$ cat src/rtl/display_pkg.sv
// Shared constants for the time display: segment codes, mode/cursor encodings
// and the slot ordering of the multiplexed 7-segment display.
package display_pkg;

    localparam logic [7:0] SEG_0     = 8'h3F;
    localparam logic [7:0] SEG_1     = 8'h06;
    localparam logic [7:0] SEG_2     = 8'h5B;
    localparam logic [7:0] SEG_3     = 8'h4F;
    localparam logic [7:0] SEG_4     = 8'h66;
    localparam logic [7:0] SEG_5     = 8'h6D;
    localparam logic [7:0] SEG_6     = 8'h7D;
    localparam logic [7:0] SEG_7     = 8'h07;
    localparam logic [7:0] SEG_8     = 8'h7F;
    localparam logic [7:0] SEG_9     = 8'h6F;
    localparam logic [7:0] SEG_DASH  = 8'h40;
    localparam logic [7:0] SEG_A     = 8'h77;
    localparam logic [7:0] SEG_P     = 8'h73;
    localparam logic [7:0] SEG_BLANK = 8'h00;

    localparam logic [3:0] MODE_TIME_SET = 4'b0001;
    localparam int         NUM_DIGITS    = 7;
    localparam logic [2:0] CURSOR_NONE   = 3'd7;

    // Slot numbering matches the CURSOR encoding of the time-setting block
    typedef enum logic [2:0] {
        SLOT_SEC_ONES  = 3'd0,
        SLOT_SEC_TENS  = 3'd1,
        SLOT_MIN_ONES  = 3'd2,
        SLOT_MIN_TENS  = 3'd3,
        SLOT_HOUR_ONES = 3'd4,
        SLOT_HOUR_TENS = 3'd5,
        SLOT_MERIDIEM  = 3'd6
    } slot_e;

    function automatic logic [7:0] seg_digit(input logic [6:0] d);
        logic [7:0] pattern;
        case (d)
            7'd0:    pattern = SEG_0;
            7'd1:    pattern = SEG_1;
            7'd2:    pattern = SEG_2;
            7'd3:    pattern = SEG_3;
            7'd4:    pattern = SEG_4;
            7'd5:    pattern = SEG_5;
            7'd6:    pattern = SEG_6;
            7'd7:    pattern = SEG_7;
            7'd8:    pattern = SEG_8;
            7'd9:    pattern = SEG_9;
            default: pattern = SEG_DASH;
        endcase
        return pattern;
    endfunction

endpackage

$ cat src/rtl/seg_bcd_encode.sv
// Binary field (0..127) to two 7-segment digit patterns; values of 100 or more
// show a dash in both digits. Tens are found by restoring compare/subtract.
module seg_bcd_encode
    import display_pkg::*;
(
    input  logic [6:0] value,
    output logic [7:0] tens_seg,
    output logic [7:0] ones_seg
);

    logic [6:0] remainder;
    logic [3:0] tens;

    // Weights 80/40/20/10 give the tens digit in four steps for any value below 100
    always_comb begin
        remainder = value;
        tens      = 4'd0;
        if (remainder >= 7'd80) begin
            remainder = remainder - 7'd80;
            tens      = tens + 4'd8;
        end
        if (remainder >= 7'd40) begin
            remainder = remainder - 7'd40;
            tens      = tens + 4'd4;
        end
        if (remainder >= 7'd20) begin
            remainder = remainder - 7'd20;
            tens      = tens + 4'd2;
        end
        if (remainder >= 7'd10) begin
            remainder = remainder - 7'd10;
            tens      = tens + 4'd1;
        end

        if (value >= 7'd100) begin
            tens_seg = SEG_DASH;
            ones_seg = SEG_DASH;
        end else begin
            tens_seg = seg_digit({3'b000, tens});
            ones_seg = seg_digit(remainder);
        end
    end

endmodule

$ cat src/rtl/time_display_scan.sv
// Multiplexed 7-position time display with per-frame input snapshot and cursor
// highlight. Define CURSOR_BLINK_EN for a blinking cursor digit; otherwise the dp is lit.
module time_display_scan
    import display_pkg::*;
#(
    parameter int SCAN_DIV  = 1000,
    parameter int BLINK_DIV = 250000
) (
    input  logic       CLK,
    input  logic       RESET,
    input  logic [3:0] MODE,
    input  logic [2:0] CURSOR,
    input  logic       MERIDIEM,
    input  logic [6:0] HOUR,
    input  logic [6:0] MIN,
    input  logic [6:0] SEC,
    output logic [7:0] SEG,
    output logic [6:0] COM
);

    localparam int                SCAN_W    = $clog2(SCAN_DIV);
    localparam logic [SCAN_W-1:0] SCAN_LAST = SCAN_W'(SCAN_DIV - 1);
    localparam logic [2:0]        LAST_SLOT = 3'(NUM_DIGITS - 1);

    if (SCAN_DIV < 2 || BLINK_DIV < 2) begin : g_param_check
        $error("time_display_scan: SCAN_DIV and BLINK_DIV must be at least 2");
    end

    logic [SCAN_W-1:0] scan_cnt;
    logic [2:0]        digit_idx;
    logic              scan_live;

    logic [3:0] snap_mode;
    logic [2:0] snap_cursor;
    logic       snap_meridiem;
    logic [6:0] snap_hour;
    logic [6:0] snap_min;
    logic [6:0] snap_sec;

    logic       advance;
    logic       wrap;
    logic [2:0] idx_next;
    logic [2:0] slot_sel;
    logic [3:0] eff_mode;
    logic [2:0] eff_cursor;
    logic       eff_meridiem;
    logic [6:0] eff_hour;
    logic [6:0] eff_min;
    logic [6:0] eff_sec;
    logic [6:0] field_value;
    logic [7:0] enc_tens;
    logic [7:0] enc_ones;
    logic [7:0] base_pattern;
    logic       cursor_hit;
    logic [7:0] seg_next;

    // On the wrap edge digit 0 is built from the live inputs, i.e. the snapshot being loaded
    always_comb begin
        advance      = (scan_cnt == SCAN_LAST);
        wrap         = advance && (digit_idx == LAST_SLOT);
        idx_next     = wrap ? 3'd0 : digit_idx + 3'd1;
        slot_sel     = advance ? idx_next : digit_idx;
        eff_mode     = wrap ? MODE     : snap_mode;
        eff_cursor   = wrap ? CURSOR   : snap_cursor;
        eff_meridiem = wrap ? MERIDIEM : snap_meridiem;
        eff_hour     = wrap ? HOUR     : snap_hour;
        eff_min      = wrap ? MIN      : snap_min;
        eff_sec      = wrap ? SEC      : snap_sec;

        case (slot_sel)
            SLOT_SEC_ONES, SLOT_SEC_TENS:   field_value = eff_sec;
            SLOT_MIN_ONES, SLOT_MIN_TENS:   field_value = eff_min;
            SLOT_HOUR_ONES, SLOT_HOUR_TENS: field_value = eff_hour;
            default:                        field_value = 7'd0;
        endcase
    end

    seg_bcd_encode u_encode (
        .value    (field_value),
        .tens_seg (enc_tens),
        .ones_seg (enc_ones)
    );

    always_comb begin
        case (slot_sel)
            SLOT_SEC_ONES, SLOT_MIN_ONES, SLOT_HOUR_ONES: base_pattern = enc_ones;
            SLOT_SEC_TENS, SLOT_MIN_TENS, SLOT_HOUR_TENS: base_pattern = enc_tens;
            SLOT_MERIDIEM: base_pattern = eff_meridiem ? SEG_P : SEG_A;
            default:       base_pattern = SEG_BLANK;
        endcase
        cursor_hit = (eff_mode == MODE_TIME_SET) && (eff_cursor != CURSOR_NONE)
                     && (eff_cursor == slot_sel);
    end

`ifdef CURSOR_BLINK_EN
    localparam int                 BLINK_W    = $clog2(BLINK_DIV);
    localparam logic [BLINK_W-1:0] BLINK_LAST = BLINK_W'(BLINK_DIV - 1);

    logic [BLINK_W-1:0] blink_cnt;
    logic [BLINK_W-1:0] blink_cnt_next;
    logic               phase_on;
    logic               phase_next;
    logic [2:0]         cursor_prev;

    // Leaving set mode or moving the cursor restarts the blink with the digit visible
    always_comb begin
        blink_cnt_next = blink_cnt + 1'b1;
        phase_next     = phase_on;
        if ((MODE != MODE_TIME_SET) || (CURSOR != cursor_prev)) begin
            blink_cnt_next = '0;
            phase_next     = 1'b1;
        end else if (blink_cnt == BLINK_LAST) begin
            blink_cnt_next = '0;
            phase_next     = ~phase_on;
        end
        seg_next = (cursor_hit && !phase_next) ? SEG_BLANK : base_pattern;
    end

    always_ff @(posedge CLK or negedge RESET) begin
        if (!RESET) begin
            blink_cnt   <= '0;
            phase_on    <= 1'b1;
            cursor_prev <= CURSOR_NONE;
        end else begin
            blink_cnt   <= blink_cnt_next;
            phase_on    <= phase_next;
            cursor_prev <= CURSOR;
        end
    end
`else
    always_comb begin
        seg_next = {cursor_hit, base_pattern[6:0]};
    end
`endif

    // SEG stays dark until the first slot advance after reset
    always_ff @(posedge CLK or negedge RESET) begin
        if (!RESET) begin
            scan_cnt      <= '0;
            digit_idx     <= LAST_SLOT;
            scan_live     <= 1'b0;
            SEG           <= SEG_BLANK;
            COM           <= 7'h7F;
            snap_mode     <= 4'd0;
            snap_cursor   <= 3'd0;
            snap_meridiem <= 1'b0;
            snap_hour     <= 7'd0;
            snap_min      <= 7'd0;
            snap_sec      <= 7'd0;
        end else begin
            scan_cnt <= advance ? '0 : scan_cnt + 1'b1;
            if (advance) begin
                digit_idx <= idx_next;
                COM       <= ~(7'b0000001 << idx_next);
                scan_live <= 1'b1;
            end
            if (advance || scan_live) begin
                SEG <= seg_next;
            end
            if (wrap) begin
                snap_mode     <= MODE;
                snap_cursor   <= CURSOR;
                snap_meridiem <= MERIDIEM;
                snap_hour     <= HOUR;
                snap_min      <= MIN;
                snap_sec      <= SEC;
            end
        end
    end

endmodule

$ cat config.mk
export PLATFORM = sky130hd
export DESIGN_NAME = time_display_scan
export DESIGN_NICKNAME = d
export VERILOG_FILES = /design/src/rtl/display_pkg.sv /design/src/rtl/seg_bcd_encode.sv /design/src/rtl/time_display_scan.sv
export SDC_FILE = /design/constraint.sdc
export NUM_CORES = 1
export LEC_CHECK = 0
export CORE_AREA = 5 5 101 79
export DETAILED_ROUTE_END_ITERATION = 12
export DIE_AREA = 0 0 106 84
export PLACE_DENSITY = 0.83
export SLEW_MARGIN = 20
export SYNTH_ARGS = -nofsm -noshare
export SYNTH_HDL_FRONTEND = slang
export SYNTH_SLANG_ARGS = --single-unit
$ cat constraint.sdc
create_clock -name CLK -period 10.7 [get_ports CLK]
set_input_delay 2.675 -clock CLK [delete_from_list [all_inputs] [get_ports CLK]]
set_output_delay 2.675 -clock CLK [all_outputs]
set_load 0.005 [all_outputs]
==> flow_summary.yaml, run 1 <==
status:
  run_status: "complete, no violations"
global_routing:
  grt_pass1_vias: 3286
  grt_max_degree: 59
  gr-total-overflow: 0
  track_usage_pct: 22.22
  initial_antenna_violation_count: 0
  grt_first_pass_wirelength_um: 16240
power_and_ir_drop:
  clock_power_share_pct: 46.7
  max-vdd-ir-drop_v: 0.00007684
  share_seq_of_total_power_pct: 49.8
  switching_share_pct: 22.29
  power.density_nw_per_um2: 94.52
  switchingPower_mw: 0.09815
  part_of_the_total_power_dissipated_in_combinational_logic_pct: 3.5
  cell_internal_pwr_mw: 0.3423
  p_total_mw: 0.4404
  p_leak_nw: 2.235
sta:
  final_critical_path_setup_slack_ns: 2.052
  drv_slew: 0
  finalCriticalPeriod_ns: 8.648
  rsz_0062_raised_after_global_routing: "false"
  final_hold_viol_count: 0
  report.final.setup_viol: 0
  worst_slew_pin_slew_ns: 0.9504
  finalHoldWorstSlack_ns: 0.4718
  maxSlewHeadroom_pct: 36.43
  timing.setup.tns_ns: 0
  finClkSkew_ns: 0.01333
  fin_crit_sh_pct: 80.83
  fmaxAchievable_mhz: 115.6
finish:
  n_fill_cell: 561
  layout-drive-gt1-share_pct: 15.45
  layout-area-overhead-vs-synth_pct: 17.11
  multiInputGateArea_um2: 2266
  diodes: 0
  final_core_util_pct: 66.31
  design.final.nets: 513
  layout.cells.most_common_list: "sky130_fd_sc_hd__dfrtp_1, sky130_fd_sc_hd__clkdlybuf4s50_1, sky130_fd_sc_hd__nor2_1"
  layout.area.seq_um2: 1463
  final_common_cell: "sky130_fd_sc_hd__dfrtp_1"
critical_path:
  regToRegSetupSlack_ns: 2.34
  rr_startpoint: "scan_cnt[0]$_DFF_PN0_"
  critical_path.slowest_cell: "sky130_fd_sc_hd__nor2_1"
  timing.critical_path.buf_inv: 5
  crit_path_frequent_cell: "sky130_fd_sc_hd__ha_1"
  start_kind: "input port"
  critPathCaptureType: "flop"
  cp.depth: 27
  critPathKind: "in2reg"
  worstSetupStartpoint: "SEC[5]"
  cpLargestDelayFamily: "compound AO/OA/AOI/OAI gates"
  worst_r2r_endpoint: "SEG[4]$_DFFE_PN0P_"
  timing.critical_path.fanout_max: 10
  required_ns: 10.89
  setup.worst_path.end: "SEG[4]$_DFFE_PN0P_"
  worst_r2r_path_depth: 31
  critical_path_arrival_ns: 8.84
  biggest_cell_delay_along_the_critical_path_ns: 0.45
clock_network:
  postCtsHoldBufs: 0
  cts_htree_levels: 3
  post-cts-setup-buffers: 0
  cts-buffers-inserted: 9
  cts_tree: "yes"
  cts_max_path_buffers: 2
  cts-resized-gates: 0
  clk_transition_reported_paths_ns: 0.07
  clock_sink_count: 58
  cts_root_buffer: "sky130_fd_sc_hd__clkbuf_8"
  insertion_delay_ns: 0.35
routing:
  final_antenna_net_count: 0
  detailroute.via_count: 3396
  wire_per_inst_um: 17.30
  drtPass1Iterations: 5
  drt_drc_violations_left: 0
  detail_route.vias_per_cell: 6.141
  initialDrtViolationCount: 317
  wirelength_um: 9568
die:
  die_x_um: 106
  fp.coreArea_um2: 7027
  boundaryPins: 46
  die_height_um: 84
  floorplan.die_area_um2: 8904
  rows: 27
  start_util_pct: 56.62
hold_path:
  hold_class: "reg2reg"
synth:
  syn_nets: 467
  syn_avg_cell_area_um2: 9.588
  ys_types: 74
  synth-seq-cells: 58
  synth_edf_count: 0
  post_synthesis_cell_area_um2: 3979
  share_of_synthesized_area_occupied_by_flip_flops_and_latches_pct: 36.76
  ys.flop_type: "sky130_fd_sc_hd__dfrtp_1"
  postSynthCellCount: 415
  synth-async-reset-ratio_pct: 100.0
  ys.warnings.count: 0
run:
  maxCapViolCount: 0
place:
  gpl.final_weighted_congestion: 0.9258
  port_buffers: 45
  place.detailed.hpwl_um: 7149
  worst_setup_slack_before_clock_tree_synthesis_ns: 1.827
==> stage by stage <==
step,instance area [um^2],std cells
after floorplan,3979,415
after CTS,4659,553
after detailed placement,4464,537
after global routing,4659,553
final,4659,553
after global placement,4464,537
==> worst reg2reg max path, delay by kind of cell, from the launching register on <==
| kind | cells | cell delay [ns] |
|---|---|---|
| compound gates | 9 | 2.03 |
| xor+xnor | 1 | 0.26 |
| fa+ha+maj | 4 | 1.07 |
| buf+inv | 6 | 0.90 |
| flops | 1 | 0.43 |
| mux | 3 | 0.92 |
| simple gates | 8 | 2.58 |
==> Yosys cell counts (all sizes together) (5+ instances only) <==
cell type	instances	area (um^2)
xor2	6	52.55
inv	37	143.9
buf	9	83.82
o211ai	6	58.81
nand3	12	60.06
nor3	8	51.30
ha	21	262.8
dfstp	9	236.5
a211oi	6	50.05
nand4	5	31.28
a21o	6	45.04
a31oi	16	106.4
clkbuf	6	22.52
mux2	18	202.7
mux2i	25	262.8
nand2	32	122.6
dfrtp	49	1226
a21oi	20	103.9
nor2	35	131.4
and3	10	62.56
a41oi	5	51.30
o21ai	17	85.08
==> worst min-delay path by stage <==
stage                     cells past startpoint                  start                     to  slack, ns
final                                         2  snap_sec[3]$_DFF_PN0_  snap_sec[3]$_DFF_PN0_       0.47
after global routing                          2     SEG[6]$_DFFE_PN0P_     SEG[6]$_DFFE_PN0P_       0.50
after CTS                                     2  snap_sec[3]$_DFF_PN0_  snap_sec[3]$_DFF_PN0_       0.48
after global placement                        2     SEG[6]$_DFFE_PN0P_     SEG[6]$_DFFE_PN0P_       0.45
after detailed placement                      2  snap_sec[3]$_DFF_PN0_  snap_sec[3]$_DFF_PN0_       0.46
after floorplan                               2  scan_live$_DFFE_PN0N_  scan_live$_DFFE_PN0N_       0.43
==> cell families (layout without fill, tap and decap cells) <==
logic type / count (synthesis) / in the layout / synth area share (%)
simple gates: 125 / 125 / 16.70
compound gates: 105 / 105 / 19.47
flops: 58 / 58 / 36.76
buf+inv: 52 / 103 / 6.289
mux: 43 / 43 / 11.70
fa+ha+maj: 22 / 22 / 6.887
xor+xnor: 10 / 10 / 2.201
==> routing by layer <==
layer	GRT usage [%]	share of wire [%]
met1	31.54	45
met2	34.61	46
met3	4.950	7.4
met4	5.294	1.1
met5	0	0
==> state kept, by name, indices dropped and copies added, names as in the netlist <==
name / count
scan_cnt: 10
SEG: 8
COM: 7
snap_hour: 7
snap_min: 7
snap_sec: 7
snap_mode: 4
digit_idx: 3
snap_cursor: 3
scan_live: 1
snap_meridiem: 1
==> cell type report <==
class | count | share of cell area [%]
Multi-Input combinational cell | 305 | 48.63
Sequential cell | 58 | 31.39
Timing Repair Buffer | 50 | 10.37
Inverter | 37 | 3.088
Clock buffer | 11 | 3.034
Tap cell | 87 | 2.336
Clock inverter | 5 | 1.155
==> power groups by stage <==
stage | logic (mW) | registers (mW) | clock network, mW
2_1_floorplan | 0.000360 | 0.223 | 0
3_3_place_gp | 0.0159 | 0.223 | 0
3_5_place_dp | 0.0160 | 0.223 | 0
4_1_cts | 0.0160 | 0.219 | 0.208
5_1_grt | 0.0173 | 0.219 | 0.218
6_report | 0.0155 | 0.219 | 0.206
Power figures use the tool's default switching activity.
==> run 2, diff against run 1 <==
--- a/config.mk
+++ b/config.mk
@@ -5,10 +5,10 @@
 export SDC_FILE = /design/constraint.sdc
 export NUM_CORES = 1
 export LEC_CHECK = 0
-export CORE_AREA = 5 5 101 79
+export CORE_AREA = 5 5 108 85
 export DETAILED_ROUTE_END_ITERATION = 12
-export DIE_AREA = 0 0 106 84
-export PLACE_DENSITY = 0.83
+export DIE_AREA = 0 0 113 90
+export PLACE_DENSITY = 0.75
 export SLEW_MARGIN = 20
 export SYNTH_ARGS = -nofsm -noshare
 export SYNTH_HDL_FRONTEND = slang
==> constraint.sdc (replaced) <==
create_clock -name CLK -period 7.26 [get_ports CLK]
set_input_delay 1.815 -clock CLK [delete_from_list [all_inputs] [get_ports CLK]]
set_output_delay 1.815 -clock CLK [all_outputs]
set_load 0.005 [all_outputs]
==> run 2 against run 1 <==
  * Non-clock buffer count rose by 18
  * Clock power grew 48%
  * Final cell count rose by 7.1%
  * Clock-buffer cell count rose by 1
  * Wire length decreased by 5.3%
==> flow_summary.yaml, run 2 (synthesis gave the netlist of run 1 again) <==
finish:
  diodes: 0
  final_core_util_pct: 59.90
  layout.area.seq_um2: 1463
  n_fill_cell: 693
  biggestRegsByFlops: "scan_cnt: 10 flops, SEG: 8 flops"
  largest_reg_flops: 10
  final_common_cell: "sky130_fd_sc_hd__dfrtp_1"
  layout-area-overhead-vs-synth_pct: 21.82
  final_cell_count_no_fill: 592
  final_cell_area_um2: 4847
  layout.cells.most_common_list: "sky130_fd_sc_hd__dfrtp_1, sky130_fd_sc_hd__clkdlybuf4s50_1, sky130_fd_sc_hd__nor2_1"
  largest-register: "scan_cnt"
  layout-drive-gt1-share_pct: 18.80
  multiInputGateArea_um2: 2270
  design.final.nets: 531
global_routing:
  track_usage_pct: 18.04
  gr-total-overflow: 0
  grt_pass1_vias: 3238
  grt_first_pass_wirelength_um: 15350
  initial_antenna_violation_count: 0
  grt_max_degree: 59
sta:
  fin_crit_sh_pct: 94.97
  drv_slew: 0
  final_hold_viol_count: 0
  finalHoldWorstSlack_ns: 0.4704
  maxSlewHeadroom_pct: 52.32
  worst_slew_pin_slew_ns: 0.7125
  final_critical_path_setup_slack_ns: 0.3655
  finClkSkew_ns: 0.01532
  fmaxAchievable_mhz: 145.0
  report.final.setup_viol: 0
  rsz_0062_raised_after_global_routing: "false"
  timing.setup.tns_ns: 0
  finalCriticalPeriod_ns: 6.894
power_and_ir_drop:
  max-vdd-ir-drop_v: 0.00008786
  switchingPower_mw: 0.1363
  share_seq_of_total_power_pct: 49.7
  switching_share_pct: 20.94
  clock_power_share_pct: 46.8
  p_leak_nw: 2.319
  part_of_the_total_power_dissipated_in_combinational_logic_pct: 3.6
  cell_internal_pwr_mw: 0.5145
  power.density_nw_per_um2: 134.3
  p_total_mw: 0.6509
clock_network:
  cts-buffers-inserted: 9
  cts_htree_levels: 3
  postCtsHoldBufs: 0
  clock_sink_count: 58
  insertion_delay_ns: 0.34
  cts_root_buffer: "sky130_fd_sc_hd__clkbuf_8"
  clk_transition_reported_paths_ns: 0.07
  cts_tree: "yes"
  cts_max_path_buffers: 2
routing:
  final_antenna_net_count: 0
  detailroute.via_count: 3366
  drtPass1Iterations: 4
  detail_route.vias_per_cell: 5.686
  wirelength_um: 9060
  drt_drc_violations_left: 0
  initialDrtViolationCount: 278
  wire_per_inst_um: 15.30
critical_path:
  regToRegSetupSlack_ns: 0.48
  worstSetupStartpoint: "SEC[5]"
  worst_r2r_path_depth: 30
  critPathKind: "in2reg"
  timing.critical_path.fanout_max: 9
  critPathCaptureType: "flop"
  critical_path_arrival_ns: 7.12
  required_ns: 7.48
  worst_r2r_endpoint: "SEG[5]$_DFFE_PN0P_"
  setup.worst_path.end: "SEG[5]$_DFFE_PN0P_"
  start_kind: "input port"
  rr_startpoint: "scan_cnt[0]$_DFF_PN0_"
status:
  run_status: "complete, no violations"
run:
  maxCapViolCount: 0
die:
  boundaryPins: 46
  floorplan.die_area_um2: 10170
  start_util_pct: 49.17
  die_x_um: 113
  rows: 29
  die_height_um: 90
  fp.coreArea_um2: 8092
hold_path:
  hold_class: "reg2reg"
place:
  gpl.final_weighted_congestion: 0.9277
  worst_setup_slack_before_clock_tree_synthesis_ns: 0.006464
  dpl-instance-area_um2: 4603
  place.detailed.hpwl_um: 6907
  port_buffers: 45
  post-place-cells: 573
## run 2: metal layers
metal | wire length (um) | GRT usage (%) | vias up
li1 | - | - | 1643
met1 | 4292 | 25.51 | 1600
met2 | 4122 | 27.66 | 112
met3 | 564 | 5.235 | 11
met4 | 80 | 3.403 | 0
met5 | 0 | 0 | -
## run 2: power groups by stage
stage               clock network, mW  registers (mW)  logic (mW)
finish                          0.304           0.323      0.0231
global route                    0.331           0.323      0.0260
CTS                             0.309           0.323      0.0240
detailed placement                  0           0.329      0.0239
global placement                    0           0.329      0.0238
floorplan                           0           0.329    0.000530
## run 2: worst min path at each step
stage	from	endpoint	slack, ns	cells past startpoint
finish	snap_sec[6]$_DFF_PN0_	snap_sec[6]$_DFF_PN0_	0.47	2
global placement	snap_sec[3]$_DFF_PN0_	snap_sec[3]$_DFF_PN0_	0.46	2
detailed placement	snap_sec[6]$_DFF_PN0_	snap_sec[6]$_DFF_PN0_	0.46	2
CTS	snap_sec[6]$_DFF_PN0_	snap_sec[6]$_DFF_PN0_	0.48	2
global route	snap_sec[6]$_DFF_PN0_	snap_sec[6]$_DFF_PN0_	0.49	2
floorplan	scan_live$_DFFE_PN0N_	scan_live$_DFFE_PN0N_	0.43	2
## run 2: layout make-up
type | instances | share of cell area [%]
Sequential cell | 58 | 30.18
Inverter | 37 | 2.969
Multi-Input combinational cell | 305 | 46.83
Clock inverter | 4 | 1.033
Tap cell | 108 | 2.788
Clock buffer | 12 | 3.201
Timing Repair Buffer | 68 | 13.01
## run 2: worst max-delay path, cell delays in order
cell and delay [ns]:
sky130_fd_sc_hd__clkdlybuf4s50_1 0.41, sky130_fd_sc_hd__mux2_2 0.28, sky130_fd_sc_hd__or2_2 0.27, sky130_fd_sc_hd__a31o_2 0.26
sky130_fd_sc_hd__ha_1 0.31, sky130_fd_sc_hd__inv_1 0.07, sky130_fd_sc_hd__nand2_1 0.07, sky130_fd_sc_hd__a211oi_1 0.18
sky130_fd_sc_hd__mux2i_1 0.13, sky130_fd_sc_hd__maj3_2 0.35, sky130_fd_sc_hd__or2_0 0.30, sky130_fd_sc_hd__and4_1 0.24
sky130_fd_sc_hd__nor2_1 0.15, sky130_fd_sc_hd__ha_1 0.22, sky130_fd_sc_hd__nand2_1 0.09, sky130_fd_sc_hd__nor3_1 0.17
sky130_fd_sc_hd__o211ai_1 0.11, sky130_fd_sc_hd__o211ai_1 0.13, sky130_fd_sc_hd__a311oi_2 0.10, sky130_fd_sc_hd__o211ai_4 0.16
sky130_fd_sc_hd__inv_6 0.04, sky130_fd_sc_hd__buf_4 0.17, sky130_fd_sc_hd__ha_1 0.20, sky130_fd_sc_hd__a21oi_1 0.14
sky130_fd_sc_hd__a21oi_1 0.08, sky130_fd_sc_hd__or3_1 0.35, sky130_fd_sc_hd__o32a_1 0.30
## run 2: timing repair
item | CTS | global route
gates resized for setup | 0 | 1
setup endpoints to repair | 0 | 7
buffers inserted | 0 | 3
==> run 3, diff against run 2 <==
--- a/config.mk
+++ b/config.mk
@@ -9,6 +9,7 @@
 export DETAILED_ROUTE_END_ITERATION = 12
 export DIE_AREA = 0 0 113 90
 export PLACE_DENSITY = 0.75
+export REMOVE_ABC_BUFFERS = 1
 export SLEW_MARGIN = 20
 export SYNTH_ARGS = -nofsm -noshare
 export SYNTH_HDL_FRONTEND = slang
==> run 3 against run 2 <==
  * Worst setup slack worse by 0.027 ns
  * Global-route usage grew 0.63 points
  * First-iteration DRC count fell by 17%
  * Combinational power about the same
  * Critical path type unchanged
  * Largest cell class unchanged
==> flow_summary.yaml, run 3 (synthesis gave the netlist of run 1 again) <==
status:
  run_status: "complete, no violations"
clock_network:
  cts_tree: "yes"
  clock_sink_count: 58
  post-cts-setup-buffers: 0
  cts_htree_levels: 3
  cts_root_buffer: "sky130_fd_sc_hd__clkbuf_8"
  clk_transition_reported_paths_ns: 0.07
  cts-buffers-inserted: 9
  cts_max_path_buffers: 2
  insertion_delay_ns: 0.34
  cts-resized-gates: 0
  postCtsHoldBufs: 0
global_routing:
  grt_max_degree: 59
  grt_first_pass_wirelength_um: 15640
  track_usage_pct: 18.67
  gr-total-overflow: 0
  initial_antenna_violation_count: 0
  grt_pass1_vias: 3317
critical_path:
  biggest_cell_delay_along_the_critical_path_ns: 0.42
  cp.depth: 27
  critPathCaptureType: "flop"
  timing.critical_path.fanout_max: 6
  start_kind: "input port"
  setup.worst_path.end: "SEG[4]$_DFFE_PN0P_"
  required_ns: 7.45
  timing.critical_path.buf_inv: 4
  crit_path_frequent_cell: "sky130_fd_sc_hd__ha_1"
  critical_path.slowest_cell: "sky130_fd_sc_hd__clkdlybuf4s50_1"
  worst_r2r_path_depth: 30
  rr_startpoint: "scan_cnt[0]$_DFF_PN0_"
  critical_path_arrival_ns: 7.11
  critPathKind: "in2reg"
  regToRegSetupSlack_ns: 0.52
  worst_r2r_endpoint: "SEG[4]$_DFFE_PN0P_"
  worstSetupStartpoint: "SEC[5]"
  cpLargestDelayFamily: "compound AO/OA/AOI/OAI gates"
die:
  fp.coreArea_um2: 8092
  die_x_um: 113
  floorplan.die_area_um2: 10170
  boundaryPins: 46
  rows: 29
  die_height_um: 90
  start_util_pct: 49.17
routing:
  final_antenna_net_count: 0
  detailroute.via_count: 3337
  detail_route.vias_per_cell: 5.675
  drtPass1Iterations: 5
  drt_drc_violations_left: 0
  initialDrtViolationCount: 230
  wire_per_inst_um: 15.51
  wirelength_um: 9121
finish:
  final_common_cell: "sky130_fd_sc_hd__dfrtp_1"
  final_core_util_pct: 59.01
  layout.cells.most_common_list: "sky130_fd_sc_hd__dfrtp_1, sky130_fd_sc_hd__clkdlybuf4s50_1, sky130_fd_sc_hd__nor2_1"
  biggestRegsByFlops: "scan_cnt: 10 flops, SEG: 8 flops"
  layout-drive-gt1-share_pct: 18.13
  final_cell_area_um2: 4775
  n_fill_cell: 682
  design.final.nets: 527
  layout-area-overhead-vs-synth_pct: 20.00
  largest-register: "scan_cnt"
  diodes: 0
  largest_reg_flops: 10
power_and_ir_drop:
  share_seq_of_total_power_pct: 52.0
  cell_internal_pwr_mw: 0.4705
  switching_share_pct: 24.35
  switchingPower_mw: 0.1514
  power.density_nw_per_um2: 130.3
  max-vdd-ir-drop_v: 0.0001108
  clock_power_share_pct: 44.3
  part_of_the_total_power_dissipated_in_combinational_logic_pct: 3.7
  p_leak_nw: 2.282
place:
  port_buffers: 45
  dpl-instance-area_um2: 4596
  gpl.final_weighted_congestion: 0.9991
  place.detailed.hpwl_um: 6826
run:
  maxCapViolCount: 0
sta:
  worst_slew_pin_slew_ns: 0.7690
  maxSlewHeadroom_pct: 48.54
  rsz_0062_raised_after_global_routing: "false"
  fin_crit_sh_pct: 95.34
  report.final.setup_viol: 0
  final_hold_viol_count: 0
  drv_slew: 0
  finalCriticalPeriod_ns: 6.922
  finClkSkew_ns: 0.007930
  fmaxAchievable_mhz: 144.5
hold_path:
  worstHoldStart: "SEG[6]$_DFFE_PN0P_"
  hold_class: "reg2reg"
[run 3: cell types whose count changed in the layout (fill, tap and decap cells not counted)]
cell	previous run	this run
sky130_fd_sc_hd__clkbuf_8	11	10
sky130_fd_sc_hd__buf_4	22	19
sky130_fd_sc_hd__clkbuf_1	1	0
sky130_fd_sc_hd__clkinv_2	1	2
sky130_fd_sc_hd__buf_12	1	0
sky130_fd_sc_hd__mux2i_2	1	0
sky130_fd_sc_hd__mux2i_1	23	24
sky130_fd_sc_hd__clkinvlp_4	2	3
sky130_fd_sc_hd__bufinv_16	1	0
sky130_fd_sc_hd__inv_6	1	2
[run 3: worst min-delay path by stage]
stage                                         to  slack, ns  cells after the start
after floorplan           snap_hour[3]$_DFF_PN0_       0.44                      2
after global placement        SEG[6]$_DFFE_PN0P_       0.45                      2
after detailed placement      SEG[6]$_DFFE_PN0P_       0.46                      2
after CTS                     SEG[6]$_DFFE_PN0P_       0.47                      2
after global routing      snap_hour[1]$_DFF_PN0_       0.51                      2
final                         SEG[6]$_DFFE_PN0P_       0.47                      2
[run 3: metal layers]
metal  track usage, %  vias to the layer above  routed length (um)
met5                0                        -                   0
met4            6.907                        0                 183
met3            5.168                       18                 642
met2            27.51                      105                3960
met1            26.10                     1577                4335
li1                 -                     1637                   -
[run 3: layout make-up]
class,instances,area [um^2],share of cell area (%)
clock inverters,6,41.29,0.8648
flip-flops and latches,58,1463,30.63
clock buffers,10,137.6,2.883
repair buffers,64,588.1,12.32
inverters,37,143.9,3.014
well taps,108,135.1,2.830
multi-input cells,305,2266,47.46
[run 3: tightest hold or removal path, stage by stage (launching register included)]
cell and delay, ns:
sky130_fd_sc_hd__dfrtp_1 0.35, sky130_fd_sc_hd__nand2_1 0.05, sky130_fd_sc_hd__nand2_1 0.04
[run 3: power groups by stage]
stage / Clock (mW) / Combinational, mW / Sequential [mW]
floorplan: 0 / 0.000530 / 0.329
global placement: 0 / 0.0239 / 0.329
detailed placement: 0 / 0.0239 / 0.329
CTS: 0.283 / 0.0241 / 0.323
global route: 0.298 / 0.0260 / 0.323
finish: 0.275 / 0.0233 / 0.323
[run 3: stage by stage]
stage	total power [mW]	setup WS [ns]	hold WS [ns]	instances	TNS (ns)
global route	0.6470	0.04675	0.5082	588	0
detailed placement	0.3531	0.01810	0.4576	572	0
finish	0.6219	0.3380	0.4672	588	0
global placement	0.3531	0.1988	0.4522	572	0
CTS	0.6303	0.3886	0.4748	588	0
floorplan	0.3298	-0.2083	0.4412	400	-0.5375
